`config.mk`:
```
export PLATFORM = sky130hd
export DESIGN_NAME = control_multiciclo_hs
export DESIGN_NICKNAME = d
export VERILOG_FILES = /design/src/rtl/control_multiciclo_hs.sv
export SDC_FILE = /design/constraint.sdc
export NUM_CORES = 1
export LEC_CHECK = 0
export CAP_MARGIN = 20
export CORE_MARGIN = 2
export CORE_UTILIZATION = 40
export DETAILED_ROUTE_END_ITERATION = 8
export PLACE_DENSITY = 0.78
export RECOVER_POWER = 50
export REMOVE_ABC_BUFFERS = 1
export SLEW_MARGIN = 5
export SYNTH_ARGS = -nofsm -noshare
export SYNTH_HDL_FRONTEND = slang
export SYNTH_SLANG_ARGS = --single-unit
```
`constraint.sdc`:
```
create_clock -name clk -period 2.4 [get_ports clk]
set_clock_uncertainty 0.1 [all_clocks]
set_input_delay 0.48 -clock clk [delete_from_list [all_inputs] [get_ports clk]]
set_output_delay 0.48 -clock clk [all_outputs]
set_load 0.03 [all_outputs]
```
`src/rtl/control_multiciclo_hs.sv`:
```
// rtl/control_multiciclo_hs.sv - multicycle RV32I control FSM with memory handshake, timeout and trap
//
// Purpose: sequences fetch/decode/execute/memory/writeback for RV32I. Variable-latency
//          memory accesses use a mem_req/mem_ready handshake guarded by a wait counter.
//          Illegal opcodes and bus timeouts park the FSM in TRAP until trap_clear.
// Ports:
//   clk, reset_n           clock, asynchronous active-low reset
//   opcode/funct3/funct7   instruction register fields
//   mem_ready              memory access completes this cycle
//   trap_clear             leave TRAP and resume fetch
//   mem_req                memory request, held until mem_ready
//   PCWrite..ALUOutEn      datapath enables
//   PCSource..ALUOp        datapath selects, ImmSrc immediate format (0=I 1=S 2=B 3=U 4=J)
//   trap, trap_cause       trap flag and cause (1 illegal opcode, 2 bus timeout)
//   retire                 one-cycle pulse per completed instruction
//   st_dbg                 current state encoding
//   instret                retired-instruction counter (only with CTRL_INSTRET_EN)
// Optional feature macro: CTRL_INSTRET_EN
module control_multiciclo_hs #(
    parameter int TIMEOUT_W   = 8,
    parameter int TIMEOUT_MAX = 200
`ifdef CTRL_INSTRET_EN
    ,parameter int INSTRET_W  = 32
`endif
) (
    input  logic       clk,
    input  logic       reset_n,
    input  logic [6:0] opcode,
    input  logic [2:0] funct3,
    input  logic [6:0] funct7,
    input  logic       mem_ready,
    input  logic       trap_clear,
    output logic       mem_req,
    output logic       PCWrite,
    output logic       PCWriteCond,
    output logic       MemRead,
    output logic       MemWrite,
    output logic       RegWrite,
    output logic       IorD,
    output logic       IRWrite,
    output logic       LatchAB,
    output logic       ALUOutEn,
    output logic [1:0] PCSource,
    output logic [1:0] MemtoReg,
    output logic [1:0] ALUSrcA,
    output logic [1:0] ALUSrcB,
    output logic [1:0] ALUOp,
    output logic [2:0] ImmSrc,
    output logic       trap,
    output logic [1:0] trap_cause,
    output logic       retire,
    output logic [3:0] st_dbg
`ifdef CTRL_INSTRET_EN
    ,output logic [INSTRET_W-1:0] instret
`endif
);

    typedef enum logic [3:0] {
        S_RESET  = 4'd0,
        S_FETCH  = 4'd1,
        S_DECODE = 4'd2,
        S_EXEC   = 4'd3,
        S_MEM_RD = 4'd4,
        S_WB     = 4'd5,
        S_MEM_WR = 4'd6,
        S_JUMP   = 4'd7,
        S_BRANCH = 4'd8,
        S_TRAP   = 4'd9
    } state_t;

    localparam logic [6:0] OPC_OP     = 7'b0110011;
    localparam logic [6:0] OPC_OPIMM  = 7'b0010011;
    localparam logic [6:0] OPC_LUI    = 7'b0110111;
    localparam logic [6:0] OPC_AUIPC  = 7'b0010111;
    localparam logic [6:0] OPC_LOAD   = 7'b0000011;
    localparam logic [6:0] OPC_STORE  = 7'b0100011;
    localparam logic [6:0] OPC_JALR   = 7'b1100111;
    localparam logic [6:0] OPC_BRANCH = 7'b1100011;
    localparam logic [6:0] OPC_JAL    = 7'b1101111;

    localparam int                 TW1      = TIMEOUT_W + 1;
    localparam logic [TIMEOUT_W:0] TMAX_EXT = TW1'(TIMEOUT_MAX);

    state_t               state_q, state_d;
    logic [TIMEOUT_W-1:0] wait_q, wait_d;
    logic [1:0]           trap_cause_q, trap_cause_d;
    logic [TIMEOUT_W-1:0] wait_inc;
    logic                 timeout_hit;

    // funct fields are resolved by the ALU decoder, not here
    wire unused_funct = ^{funct3, funct7};

    // Saturating increment so a stalled access can never wrap back under the limit
    assign wait_inc    = (&wait_q) ? wait_q : wait_q + TIMEOUT_W'(1);
    // Fires on the cycle whose miss would bring the count to TIMEOUT_MAX; only consulted
    // after mem_ready, so a same-cycle completion always wins
    assign timeout_hit = (TIMEOUT_MAX != 0) && (({1'b0, wait_q} + TW1'(1)) >= TMAX_EXT);

    assign trap_cause = trap_cause_q;
    assign st_dbg     = state_q;

    always_comb begin
        state_d      = state_q;
        wait_d       = '0;
        trap_cause_d = trap_cause_q;
        mem_req      = 1'b0;
        PCWrite      = 1'b0;
        PCWriteCond  = 1'b0;
        MemRead      = 1'b0;
        MemWrite     = 1'b0;
        RegWrite     = 1'b0;
        IorD         = 1'b0;
        IRWrite      = 1'b0;
        LatchAB      = 1'b0;
        ALUOutEn     = 1'b0;
        PCSource     = 2'b00;
        MemtoReg     = 2'b00;
        ALUSrcA      = 2'b00;
        ALUSrcB      = 2'b00;
        ALUOp        = 2'b00;
        ImmSrc       = 3'd0;
        trap         = 1'b0;
        retire       = 1'b0;

        case (state_q)
            S_RESET: state_d = S_FETCH;

            S_FETCH: begin
                mem_req = 1'b1;
                MemRead = 1'b1;
                if (mem_ready) begin
                    IRWrite  = 1'b1;
                    PCWrite  = 1'b1;
                    ALUSrcB  = 2'b01;
                    ALUOutEn = 1'b1;
                    state_d  = S_DECODE;
                end else if (timeout_hit) begin
                    state_d      = S_TRAP;
                    trap_cause_d = 2'd2;
                end else begin
                    wait_d = wait_inc;
                end
            end

            S_DECODE: begin
                LatchAB = 1'b1;
                case (opcode)
                    OPC_OPIMM, OPC_LOAD, OPC_JALR: ImmSrc = 3'd0;
                    OPC_STORE:                     ImmSrc = 3'd1;
                    OPC_BRANCH:                    ImmSrc = 3'd2;
                    OPC_LUI, OPC_AUIPC:            ImmSrc = 3'd3;
                    OPC_JAL:                       ImmSrc = 3'd4;
                    default:                       ImmSrc = 3'd0;
                endcase
                case (opcode)
                    OPC_OP, OPC_OPIMM, OPC_LUI, OPC_AUIPC,
                    OPC_LOAD, OPC_STORE, OPC_JALR: state_d = S_EXEC;
                    OPC_BRANCH:                    state_d = S_BRANCH;
                    OPC_JAL:                       state_d = S_JUMP;
                    default: begin
                        state_d      = S_TRAP;
                        trap_cause_d = 2'd1;
                    end
                endcase
            end

            S_EXEC: begin
                ALUOutEn = 1'b1;
                case (opcode)
                    OPC_OP:    begin ALUSrcA = 2'b01; ALUSrcB = 2'b00; ALUOp = 2'b10; end
                    OPC_OPIMM: begin ALUSrcA = 2'b01; ALUSrcB = 2'b10; ALUOp = 2'b11; end
                    OPC_LOAD, OPC_STORE, OPC_JALR:
                               begin ALUSrcA = 2'b01; ALUSrcB = 2'b10; ALUOp = 2'b00; end
                    default:   begin ALUSrcA = 2'b00; ALUSrcB = 2'b10; ALUOp = 2'b00; end
                endcase
                case (opcode)
                    OPC_LOAD:  state_d = S_MEM_RD;
                    OPC_STORE: state_d = S_MEM_WR;
                    OPC_JALR:  state_d = S_JUMP;
                    default:   state_d = S_WB;
                endcase
            end

            S_MEM_RD, S_MEM_WR: begin
                mem_req  = 1'b1;
                IorD     = 1'b1;
                MemRead  = (state_q == S_MEM_RD);
                MemWrite = (state_q == S_MEM_WR);
                if (mem_ready) begin
                    // A store is finished once memory accepts it
                    retire  = (state_q == S_MEM_WR);
                    state_d = (state_q == S_MEM_RD) ? S_WB : S_FETCH;
                end else if (timeout_hit) begin
                    state_d      = S_TRAP;
                    trap_cause_d = 2'd2;
                end else begin
                    wait_d = wait_inc;
                end
            end

            S_WB: begin
                RegWrite = 1'b1;
                MemtoReg = (opcode == OPC_LOAD) ? 2'b01 : 2'b00;
                retire   = 1'b1;
                state_d  = S_FETCH;
            end

            S_BRANCH: begin
                ALUSrcA     = 2'b01;
                ALUOp       = 2'b01;
                PCWriteCond = 1'b1;
                PCSource    = 2'b01;
                retire      = 1'b1;
                state_d     = S_FETCH;
            end

            S_JUMP: begin
                PCWrite  = 1'b1;
                RegWrite = 1'b1;
                MemtoReg = 2'b10;
                PCSource = (opcode == OPC_JAL) ? 2'b01 : 2'b10;
                retire   = 1'b1;
                state_d  = S_FETCH;
            end

            S_TRAP: begin
                trap = 1'b1;
                if (trap_clear) begin
                    state_d      = S_FETCH;
                    trap_cause_d = 2'd0;
                end
            end

            default: state_d = S_RESET;
        endcase
    end

    always_ff @(posedge clk or negedge reset_n) begin
        if (!reset_n) begin
            state_q      <= S_RESET;
            wait_q       <= '0;
            trap_cause_q <= '0;
        end else begin
            state_q      <= state_d;
            wait_q       <= wait_d;
            trap_cause_q <= trap_cause_d;
        end
    end

`ifdef CTRL_INSTRET_EN
    logic [INSTRET_W-1:0] instret_q, instret_d;

    always_comb begin
        instret_d = instret_q;
        if (retire) instret_d = instret_q + INSTRET_W'(1);
    end

    always_ff @(posedge clk or negedge reset_n) begin
        if (!reset_n) instret_q <= '0;
        else          instret_q <= instret_d;
    end

    assign instret = instret_q;
`endif

endmodule

```
# After elaboration in Yosys (flattened, before gate mapping)
# Cells that the tools add are included.
dict set report word_totals {
  in_bits 21
  word_cells 86
  output_inout_bits 31
  ff_bits 14
}
dict set report op_classes {
  order_cmp 1
  n_addsub 2
  n_mux 44
  n_reduce_logical 13
  eq_ne 23
}
# op n
set ops {}
lappend ops {{$mux W8} 4}
lappend ops {{$pmux W4 S6} 1}
lappend ops {{$eq A7 B6 Y1 const B} 3}
lappend ops {{$eq A7 B7 Y1 const B} 3}
lappend ops {{$pmux W2 S2} 5}
lappend ops {{$eq A4 B3 Y1 const B} 4}
lappend ops {{$mux W4} 4}
lappend ops {{$eq A7 B5 Y1 const B} 2}
lappend ops {{$mux W1} 13}
lappend ops {{$mux W2} 6}
lappend ops {{$pmux W2 S3} 2}
lappend ops {{$pmux W3 S4} 1}
lappend ops {{$pmux W4 S3} 1}
lappend ops {{$pmux W1 S2} 5}
lappend ops {{$add A8 B1 Y9 const B} 1}
lappend ops {{$ge A9 B8 Y1 const B} 1}
lappend ops {{$reduce_or A9 Y1} 1}
lappend ops {{$add A8 B1 Y8 const B} 1}
lappend ops {{$eq A4 B2 Y1 const B} 2}
lappend ops {{$eq A4 B4 Y1 const B} 2}
lappend ops {{$reduce_and A8 Y1} 1}
lappend ops {{$eq A7 B2 Y1 const B} 1}
lappend ops {{$reduce_or A7 Y1} 1}
lappend ops {{$mux W3} 2}
lappend ops {{11 further kinds} 16}

# Logic depth before layout (Yosys ltp)
# Gate-level depths: netlist (run 1).
dict set report logic_depth {
  word_depth 5
  mapped_depth 7
  ltp_nobuf 6
}

# Worst setup path before layout (run 1)
# OpenSTA, ideal clock, no wires.
dict set report synth_timing {
  path_kind {reg-to-output}
  start {register state_q[2] (netlist: st_dbg[2])}
  end {output port PCSource[0]}
  path_buffers 1
  t_required_ns 1.820
  slack_ns -0.478
  path_stages_with_launch 6
  t_arrival_ns 2.298
  path_cell_list {dfrtp_1 -> clkbuf_1 -> nand2b_1 -> nor2_1 -> nand2_1 -> o21ai_0}
}
dict set report synth_via {
  elab_chain_len 2
  elab_cells_between_ends 3
}
# element line
set synth_lines {}
lappend synth_lines {{start, declared} 84} ;# state_t state_q, state_d;
lappend synth_lines {{start signal, assigned} 244} ;# state_q <= state_d;
lappend synth_lines {{$eq A4 B3 Y1 / $eq A4 B4 Y1 (equally long branches)} 125} ;# case (state_q)
lappend synth_lines {{$pmux W2 S2 (*)} 125}
lappend synth_lines {{end, declared} 43} ;# output logic [1:0] PCSource,
# Mark *: on every way between the ends. The rest lies on a longest branch, timed or not.

# Final worst setup path (run 1)
dict set report layout_timing {
  start {register state_q[2] (netlist: st_dbg[2])}
  end {output port retire}
}
dict set report layout_via {
  elab_chain_len 3
  elab_cells_between_ends 9
}
# element line
set layout_lines {}
lappend layout_lines {{$eq A4 B3 Y1 (tied with other cells)} 125}
lappend layout_lines {{$reduce_or A3 Y1 (no line) (tied with other cells)} n/a}
lappend layout_lines {{$pmux W1 S2 (*)} 125}
lappend layout_lines {{end, declared} 51} ;# output logic retire,
# Marks and branches as above.

==> results of run 1 <==
==> final cells by class <==
class                           instances  area share [%]
Timing Repair Buffer                   68            29.3
Sequential cell                        14            19.2
Inverter                               12            2.47
Tap cell                               31            2.12
Clock buffer                            4            1.99
Multi-Input combinational cell        119            44.9
==> worst paths after layout <==
check / end / start / cells after the start
max: retire / st_dbg[2] / 5
min: trap_cause[1] / trap_cause[1] / 1
max reg2reg: st_dbg[3] / wait_q[1] / 6
min reg2reg: trap_cause[1] / trap_cause[1] / 1
max in group asynchronous: st_dbg[1] / reset_n / 1
min in group asynchronous: wait_q[4] / reset_n / 1
==> metal layers <==
layer  track usage [%]  vias to the layer above  share of wire, %
met1              27.0                      624                44
met4              9.09                        0               1.9
met3              2.42                        8               4.2
li1                  -                      675                 -
met5                 0                        -                 0
met2              38.8                       43                50
==> cell usage in the layout, fill, tap and decap left out, types with 3 or more instances in the layout <==
| cell type | count |
|---|---|
| nand3_1 | 7 |
| a31oi_1 | 4 |
| inv_1 | 12 |
| o21ai_0 | 6 |
| xnor2_1 | 3 |
| nor3_1 | 7 |
| dlygate4sd3_1 | 5 |
| nand2_1 | 11 |
| clkbuf_2 | 7 |
| a21oi_1 | 7 |
| xor2_1 | 3 |
| dfrtp_1 | 13 |
| clkdlybuf4s50_1 | 4 |
| dlygate4sd2_1 | 11 |
| nor2_1 | 21 |
| clkbuf_4 | 3 |
| buf_4 | 37 |
==> per-stage QoR <==
step	power, W	hold slack (ps)	cells	setup WS, ps
floorplan	0.000965	84.4	145	-421
global placement	0.00139	401	243	-115
detailed placement	0.00140	405	243	-116
CTS	0.00156	429	249	0.0143
global route	0.00166	456	248	-9.67
finish	0.00154	420	248	63.0
==> timing repair <==
action	CTS	global route
pin swaps	5	5
buffers inserted	2	0
gates resized for setup	23	13
endpoints found under the setup margin	13	11
gates cloned	0	0
==> critical path, cell delays in order, from the launching register on <==
cell and delay [ps]:
dfrtp_1 420, buf_4 180, nand2b_1 210, or3_4 380, o21ai_0 100, buf_4 190
==> registers in the layout, summed over array words and instances, names as in the netlist <==
signal and flops:
wait_q 8, trap_cause 2, st_dbg 4
==> cells by family after synthesis <==
group                      count (synthesis)
and+or+nand+nor                           73
AOI/OAI and AO/OA                         37
buffers and inverters                     20
DFF                                       14
xor gates and xnor gates                   6
adders and majority gates                  2
other                                      1
==> Yosys cell counts, types with 2 or more instances <==
library cell,count,area share (%)
nand2_1,11,3.5
ha_1,2,2.1
o21ai_0,8,3.4
buf_4,2,1.3
a31oi_1,4,2.1
nor3_1,7,2.9
and3_2,2,1.3
clkbuf_1,3,0.94
buf_2,2,0.84
or3_1,2,1.0
xor2_1,3,2.2
nor2b_1,2,1.0
nand4_1,2,1.0
nand3_1,8,3.4
nand2b_1,4,2.1
xnor2_1,3,2.2
a21oi_1,8,3.4
nor2_1,23,7.2
nand3_2,2,1.7
o31ai_1,2,1.3
inv_1,12,3.8
dfrtp_1,14,29
and4_2,2,1.7
==> report_power, final <==
part | leakage (nW) | switching (W) | internal (W)
clock | 0.0210 | 0.0000775 | 0.0000922
sequential | 0.186 | 0.0000587 | 0.000285
combinational | 0.699 | 0.000643 | 0.000387
==> results.sh, run 1 <==
export IMPL_die_area_um2=3430
export IMPL_pin_count=52
export IMPL_num_antenna_cells=0
export IMPL_start_util_pct=42.5
export IMPL_place_area_um2=1740
export IMPL_place_congestion=0.870
export IMPL_track_usage_pct=22.0
export IMPL_synth_async_reset_ratio_pct=100
export IMPL_die_w_um=58.6
export IMPL_critPathArrivalTime_ps=1760
export IMPL_slew_headroom_pct=56.7
export IMPL_cts_buffer_depth=2
export IMPL_fp_dieH_um=58.6
export IMPL_fillCellCount=253
export IMPL_cts_tree="built"
export IMPL_routedWlPerCell_um=13.9
export IMPL_numCtsBuffers=3
export IMPL_ys_warn_count=0
export IMPL_grt_pass1_wl_um=5960
export IMPL_cap_violations=0
export IMPL_p_per_area_nw_per_um2=845
export IMPL_drive_gt1_share_pct=34.1
export IMPL_synth_compound_area_share_pct=23.5
export IMPL_min_path_type="reg2reg"
export IMPL_final_hold_viol_count=0
export IMPL_p_leak_nw=0.906
export IMPL_stdcell_area_um2=1830
export IMPL_drtPass1Iterations=6
export IMPL_multiInputGateArea_um2=820
export IMPL_clock_sinks=14
export IMPL_regArea_um2=352
export IMPL_clk_pin_slew_ps=90
export IMPL_fmax_ghz=0.428
export IMPL_cts_hold_buf=0
export IMPL_synth_top_family_by_area="simple AND/OR/NAND/NOR gates"
export IMPL_synth_simple_area_share_pct=32.5
export IMPL_cts_htree_levels=1
export IMPL_finish_utilization_pct=65.1
export IMPL_worst_pin_slew_ps=647
export IMPL_cp_max_fo=8
export IMPL_setup_violations=0
export IMPL_antenna_found_initial=0
export IMPL_cp_required_ps=1820
export IMPL_status="finished, violations left"
export IMPL_overflow=0
export IMPL_vias=1350
export IMPL_yosys_cell_types_count=48
export IMPL_startpoint_type="flip-flop"
export IMPL_ys_flop_type="dfrtp_1"
export IMPL_cp_end_kind="output port"
export IMPL_grt_pass1_vias=1411
export IMPL_hpwl_um=2620
export IMPL_synth_xor_area_share_pct=4.41
export IMPL_route_detailed_drc=2
export IMPL_synthMuxAreaShare_pct=0
export IMPL_avgSynthCellArea_um2=7.79
export IMPL_synth_seq_cells=14
export IMPL_synthAdderAreaFrac_pct=2.10
export IMPL_syn_cell_area_um2=1190
export IMPL_fin_crit_sh_pct=97.4
export IMPL_row_count=19
export IMPL_seq_area_frac_synth_pct=29.4
export IMPL_maxSlewViolCount=0
export IMPL_syn_to_final_growth_pct=53.2
export IMPL_worstSetupPathType="reg2out"
export IMPL_syn_instance_count=153
export IMPL_drt_initial_drc_count=76
export IMPL_ant_nets=0
export IMPL_ir_drop_mv=0.561
export IMPL_cts_root_buf="clkbuf_4"
export IMPL_setup_tns_ps=0
export IMPL_clk_latency_ps=280
export IMPL_fp_coreArea_um2=2810
export IMPL_violations="design-rule violations"
export IMPL_synth_edff_count=0
export IMPL_min_period_ps=2340
export IMPL_grt_max_degree=16
export IMPL_nNetsFinal=241
export IMPL_io_buffers=40
export IMPL_vias_per_cell=5.44
export IMPL_wirelength_um=3440
export IMPL_r2r_slack_ps=80
No activity file was read; power rests on OpenSTA's default activity.
==> run 2: changes to the inputs <==
Settings changed: CORE_UTILIZATION 40 to 42, PLACE_DENSITY 0.78 to 0.81.
==> run 2 against run 1 <==
Effect of this change:
- core utilization grew 2.1 points
- the flow now finishes without violations
- clock power is 22% lower
- sequential power shrank 3%
- design area rose by 0.62%
==> results.sh, run 2 (synthesized netlist as in run 1, its figures left out) <==
export IMPL_vias=1372
export IMPL_grt_max_degree=15
export IMPL_clk_latency_ps=280
export IMPL_start_util_pct=43.6
export IMPL_hpwl_um=2650
export IMPL_cts_hold_buf=0
export IMPL_cp_max_fo=3
export IMPL_cts_tree="built"
export IMPL_fin_crit_sh_pct=97.2
export IMPL_largest_register_ff_count=8
export IMPL_critPathArrivalTime_ps=1750
export IMPL_final_common_cell="buf_4"
export IMPL_rr_worst_depth=6
export IMPL_ir_drop_mv=0.746
export IMPL_clk_pin_slew_ps=80
export IMPL_fillCellCount=225
export IMPL_vias_per_cell=5.60
export IMPL_multiInputGateArea_um2=835
export IMPL_p_per_area_nw_per_um2=824
export IMPL_worstSetupPathType="in2out"
export IMPL_crit_family="simple AND/OR/NAND/NOR gates"
export IMPL_place_area_um2=1720
export IMPL_regArea_um2=350
export IMPL_worstPathCellList="dlygate4sd2_1 > nand4bb_4 > or3_4 > nor4_4 > buf_4"
export IMPL_crit_path_max_incr_delay_ps=360
export IMPL_grt_pass1_vias=1436
export IMPL_io_buffers=40
export IMPL_crit_end="MemtoReg[0]"
export IMPL_crit_buf_inv=2
export IMPL_cp_required_ps=1820
export IMPL_cap_violations=0
export IMPL_stdcell_area_um2=1840
export IMPL_num_antenna_cells=0
export IMPL_antenna_found_initial=0
export IMPL_drt_initial_drc_count=66
export IMPL_startpoint="opcode[3]"
export IMPL_final_hold_viol_count=0
export IMPL_maxSlewViolCount=0
export IMPL_r2r_start="wait_q[1]"
export IMPL_min_path_type="reg2reg"
export IMPL_p_leak_nw=0.915
export IMPL_slew_headroom_pct=57.0
export IMPL_routedWlPerCell_um=14.7
export IMPL_route_detailed_drc=0
export IMPL_drtPass1Iterations=4
export IMPL_track_usage_pct=23.1
export IMPL_pin_count=52
export IMPL_min_period_ps=2330
export IMPL_clock_sinks=14
export IMPL_status="finished clean"
export IMPL_cts_buffer_depth=2
export IMPL_row_count=19
export IMPL_overflow=0
export IMPL_final_cell_mix="40 x buf_4, 21 x nor2_1, 14 x dfrtp_1"
export IMPL_finish_utilization_pct=67.2
export IMPL_grt_pass1_wl_um=6140
export IMPL_cp_end_kind="output port"
export IMPL_r2r_end="st_dbg[3]"
export IMPL_fmax_ghz=0.429
export IMPL_die_area_um2=3280
export IMPL_largest_register="wait_q"
export IMPL_fp_dieH_um=57.3
export IMPL_startpoint_type="input port"
export IMPL_nNetsFinal=239
export IMPL_wirelength_um=3610
export IMPL_worst_pin_slew_ps=643
export IMPL_syn_to_final_growth_pct=54.1
export IMPL_numCtsBuffers=3
export IMPL_ant_nets=0
export IMPL_fp_coreArea_um2=2730
export IMPL_r2r_slack_ps=100
export IMPL_place_congestion=0.861
export IMPL_drive_gt1_share_pct=32.2
export IMPL_cts_root_buf="clkbuf_4"
export IMPL_rsz0062_at_grt="false"
export IMPL_setup_violations=0
export IMPL_die_w_um=57.3
export IMPL_path_depth=5
export IMPL_cts_htree_levels=1
export IMPL_cpMaxStageDelayCell="or3_4"
[run 2: cell type report]
| class | count | area share [%] |
|---|---|---|
| Clock buffer | 3 | 1.23 |
| Timing Repair Buffer | 66 | 29.7 |
| Inverter | 12 | 2.45 |
| Multi-Input combinational cell | 119 | 45.4 |
| Sequential cell | 14 | 19.1 |
| Tap cell | 31 | 2.11 |
[run 2: metal layers]
metal	vias to the layer above	global-route usage, %	part of all wire [%]
met5	-	0	0
met4	0	13.0	2.8
met2	56	40.2	48
met1	635	27.8	44
li1	666	-	-
met3	15	2.27	5.1
[run 2: worst register-to-register path: cells and delay by family (launching register included)]
| family | cells | cell delay [ps] |
|---|---|---|
| AO/OA/AOI/OAI | 3 | 940 |
| adder cells (fa/ha/maj) | 1 | 220 |
| flip-flops | 1 | 430 |
| AND/OR/NAND/NOR | 2 | 500 |
[run 2: how the worst min path moves through the flow]
stage	from	to	slack, ps	cells past startpoint
after floorplan	reset_n	st_dbg[0]	80	0
after global placement	trap_cause[1]	trap_cause[1]	400	1
after detailed placement	trap_cause[1]	trap_cause[1]	410	1
after CTS	trap_cause[1]	trap_cause[1]	430	1
after global routing	trap_cause[1]	trap_cause[1]	440	1
final	trap_cause[1]	trap_cause[1]	410	1
[run 2: metrics by stage]
stage	std cells	hold WS (ps)	setup slack, ps	TNS (ps)	total power (W)
finish	245	410	68.2	0	0.00151
global route	245	437	3.20	0	0.00162
CTS	245	426	-74.2	-111	0.00152
detailed placement	240	408	-158	-788	0.00140
global placement	240	402	-111	-432	0.00138
floorplan	145	84.4	-421	-876	0.000965
[run 2: where the power goes]
part / internal, W / leakage [nW] / total, W / switching (W)
sequential: 0.000284 / 0.187 / 0.000335 / 0.0000505
clock: 0.0000582 / 0.0138 / 0.000132 / 0.0000738
combinational: 0.000400 / 0.714 / 0.00105 / 0.000648
[run 2: repair_timing]
| action | in CTS | in global routing |
|---|---|---|
| setup endpoints to repair | 14 | 16 |
| gates resized for setup | 24 | 15 |
| buffers inserted | 2 | 0 |
| cloned | 0 | 0 |
| pin swaps | 5 | 2 |
==> run 3: changes to the inputs <==
Settings changed: CORE_UTILIZATION 42 to 43, CTS_BUF_LIST set to sky130_fd_sc_hd__clkbuf_2 sky130_fd_sc_hd__clkbuf_4 sky130_fd_sc_hd__clkbuf_8, HOLD_SLACK_MARGIN set to 0.03, PLACE_DENSITY 0.81 to 0.83.
==> run 3 against run 2 <==
Effect of this change:
- first-iteration DRC count down 39%
- design area is 1.9% higher
- critical path depth down 1
- combinational power is 5% higher
- worst setup slack got worse by 12 ps
- largest power group unchanged
- register-to-register slack is essentially flat
- global-route usage increased by 0.25 points
- clock power barely moved
- hold slack improved by 0.71 ps
==> results.sh, run 3 (synthesized netlist as in run 1, its figures left out) <==
export IMPL_status="finished clean"
export IMPL_vias=1403
export IMPL_fp_coreArea_um2=2690
export IMPL_place_congestion=0.882
export IMPL_fmax_ghz=0.427
export IMPL_cts_buffer_depth=2
export IMPL_cts_root_buf="clkbuf_4"
export IMPL_largest_register="wait_q"
export IMPL_crit_path_max_incr_delay_ps=440
export IMPL_fin_crit_sh_pct=97.6
export IMPL_fillCellCount=222
export IMPL_totalPowerFinal_w=0.00157
export IMPL_io_buffers=40
export IMPL_nNetsFinal=244
export IMPL_cp_required_ps=1820
export IMPL_r2r_start="wait_q[1]"
export IMPL_p_leak_nw=0.923
export IMPL_num_antenna_cells=0
export IMPL_drtPass1Iterations=4
export IMPL_critPathArrivalTime_ps=1760
export IMPL_worstSetupPathType="reg2out"
export IMPL_vias_per_cell=5.61
export IMPL_route_detailed_drc=0
export IMPL_wirelength_um=3730
export IMPL_overflow=0
export IMPL_fin_hold_ws_ps=411
export IMPL_multiInputGateArea_um2=835
export IMPL_setup_violations=0
export IMPL_rsz0062_at_grt="true"
export IMPL_drive_gt1_share_pct=33.3
export IMPL_numCtsBuffers=3
export IMPL_ir_drop_mv=0.793
export IMPL_cts_htree_levels=1
export IMPL_grt_pass1_vias=1423
export IMPL_antenna_found_initial=0
export IMPL_largest_register_ff_count=8
export IMPL_setup_tns_ps=0
export IMPL_cp_end_kind="output port"
export IMPL_cp_max_fo=6
export IMPL_cpMaxStageDelayCell="dfrtp_1"
export IMPL_maxSlewViolCount=0
export IMPL_startpoint_type="flip-flop"
export IMPL_final_cell_mix="43 x buf_4, 20 x nor2_1, 14 x dfrtp_1"
export IMPL_ant_nets=0
export IMPL_crit_buf_inv=2
export IMPL_final_common_cell="buf_4"
export IMPL_p_per_area_nw_per_um2=838
export IMPL_fp_dieH_um=56.7
export IMPL_crit_family="simple AND/OR/NAND/NOR gates"
export IMPL_min_path_type="reg2reg"
export IMPL_clk_pin_slew_ps=80
export IMPL_pin_count=52
export IMPL_cap_violations=0
export IMPL_die_area_um2=3210
export IMPL_clk_latency_ps=270
export IMPL_drt_initial_drc_count=40
export IMPL_worst_pin_slew_ps=623
export IMPL_track_usage_pct=23.4
export IMPL_final_hold_viol_count=0
export IMPL_startpoint="st_dbg[2]"
export IMPL_worstPathCellList="nand2b_1 > or3_1 > inv_1 > dlygate4sd2_1"
export IMPL_slew_headroom_pct=58.4
export IMPL_clock_sinks=14
export IMPL_regArea_um2=350
export IMPL_syn_to_final_growth_pct=57.1
export IMPL_die_w_um=56.7
export IMPL_min_period_ps=2340
export IMPL_start_util_pct=44.4
export IMPL_grt_pass1_wl_um=6050
export IMPL_routedWlPerCell_um=14.9
export IMPL_cts_hold_buf=0
export IMPL_row_count=19
export IMPL_hp_start="trap_cause[1]"
export IMPL_grt_max_degree=15
export IMPL_hpwl_um=2730
export IMPL_cts_tree="built"
[run 3: final timing paths]
check,to,slack (ps),cells after the start
worst min-delay path,trap_cause[1],410,1
min in group asynchronous,wait_q[2],560,1
worst max-delay path,PCWriteCond,60,4
max in group asynchronous,wait_q[7],1250,1
worst max register to register,st_dbg[0],100,6
worst min register to register,trap_cause[1],410,1
[run 3: area by class of cell]
| class | count | share of cell area (%) |
|---|---|---|
| clock buffers | 3 | 1.20 |
| flip-flops and latches | 14 | 18.7 |
| multi-input cells | 119 | 44.6 |
| inverters | 12 | 2.40 |
| repair buffers | 71 | 31.1 |
| well taps | 31 | 2.07 |
[run 3: layer usage]
layer / vias to the layer above / global-route usage, % / share of wire [%]
met2: 55 / 43.4 / 52
li1: 679 / - / -
met1: 659 / 26.3 / 41
met3: 10 / 3.23 / 5.4
met4: 0 / 9.86 / 1.5
met5: - / 0 / 0
[run 3: through the flow]
step	instance area, um^2	instances	utilization, %	worst slack (ps)
after global routing	1870	250	69.7	-13.8
after global placement	1750	243	65.0	-111
after detailed placement	1750	243	65.0	-135
final	1870	250	69.7	56.5
after floorplan	1140	145	-	-421
after CTS	1810	248	67.2	26.3
[run 3: repair_timing]
| item | 4_1_cts | 5_1_grt |
|---|---|---|
| endpoints found under the setup margin | 13 | 13 |
| setup buffers | 2 | 2 |
| pin swaps | 5 | 4 |
| gates resized for setup | 24 | 15 |
[run 3: report_power, final]
part	switching, W	internal, W
logic	0.000672	0.000429
clock network	0.0000714	0.0000581
registers	0.0000544	0.000284
total	0.000798	0.000771
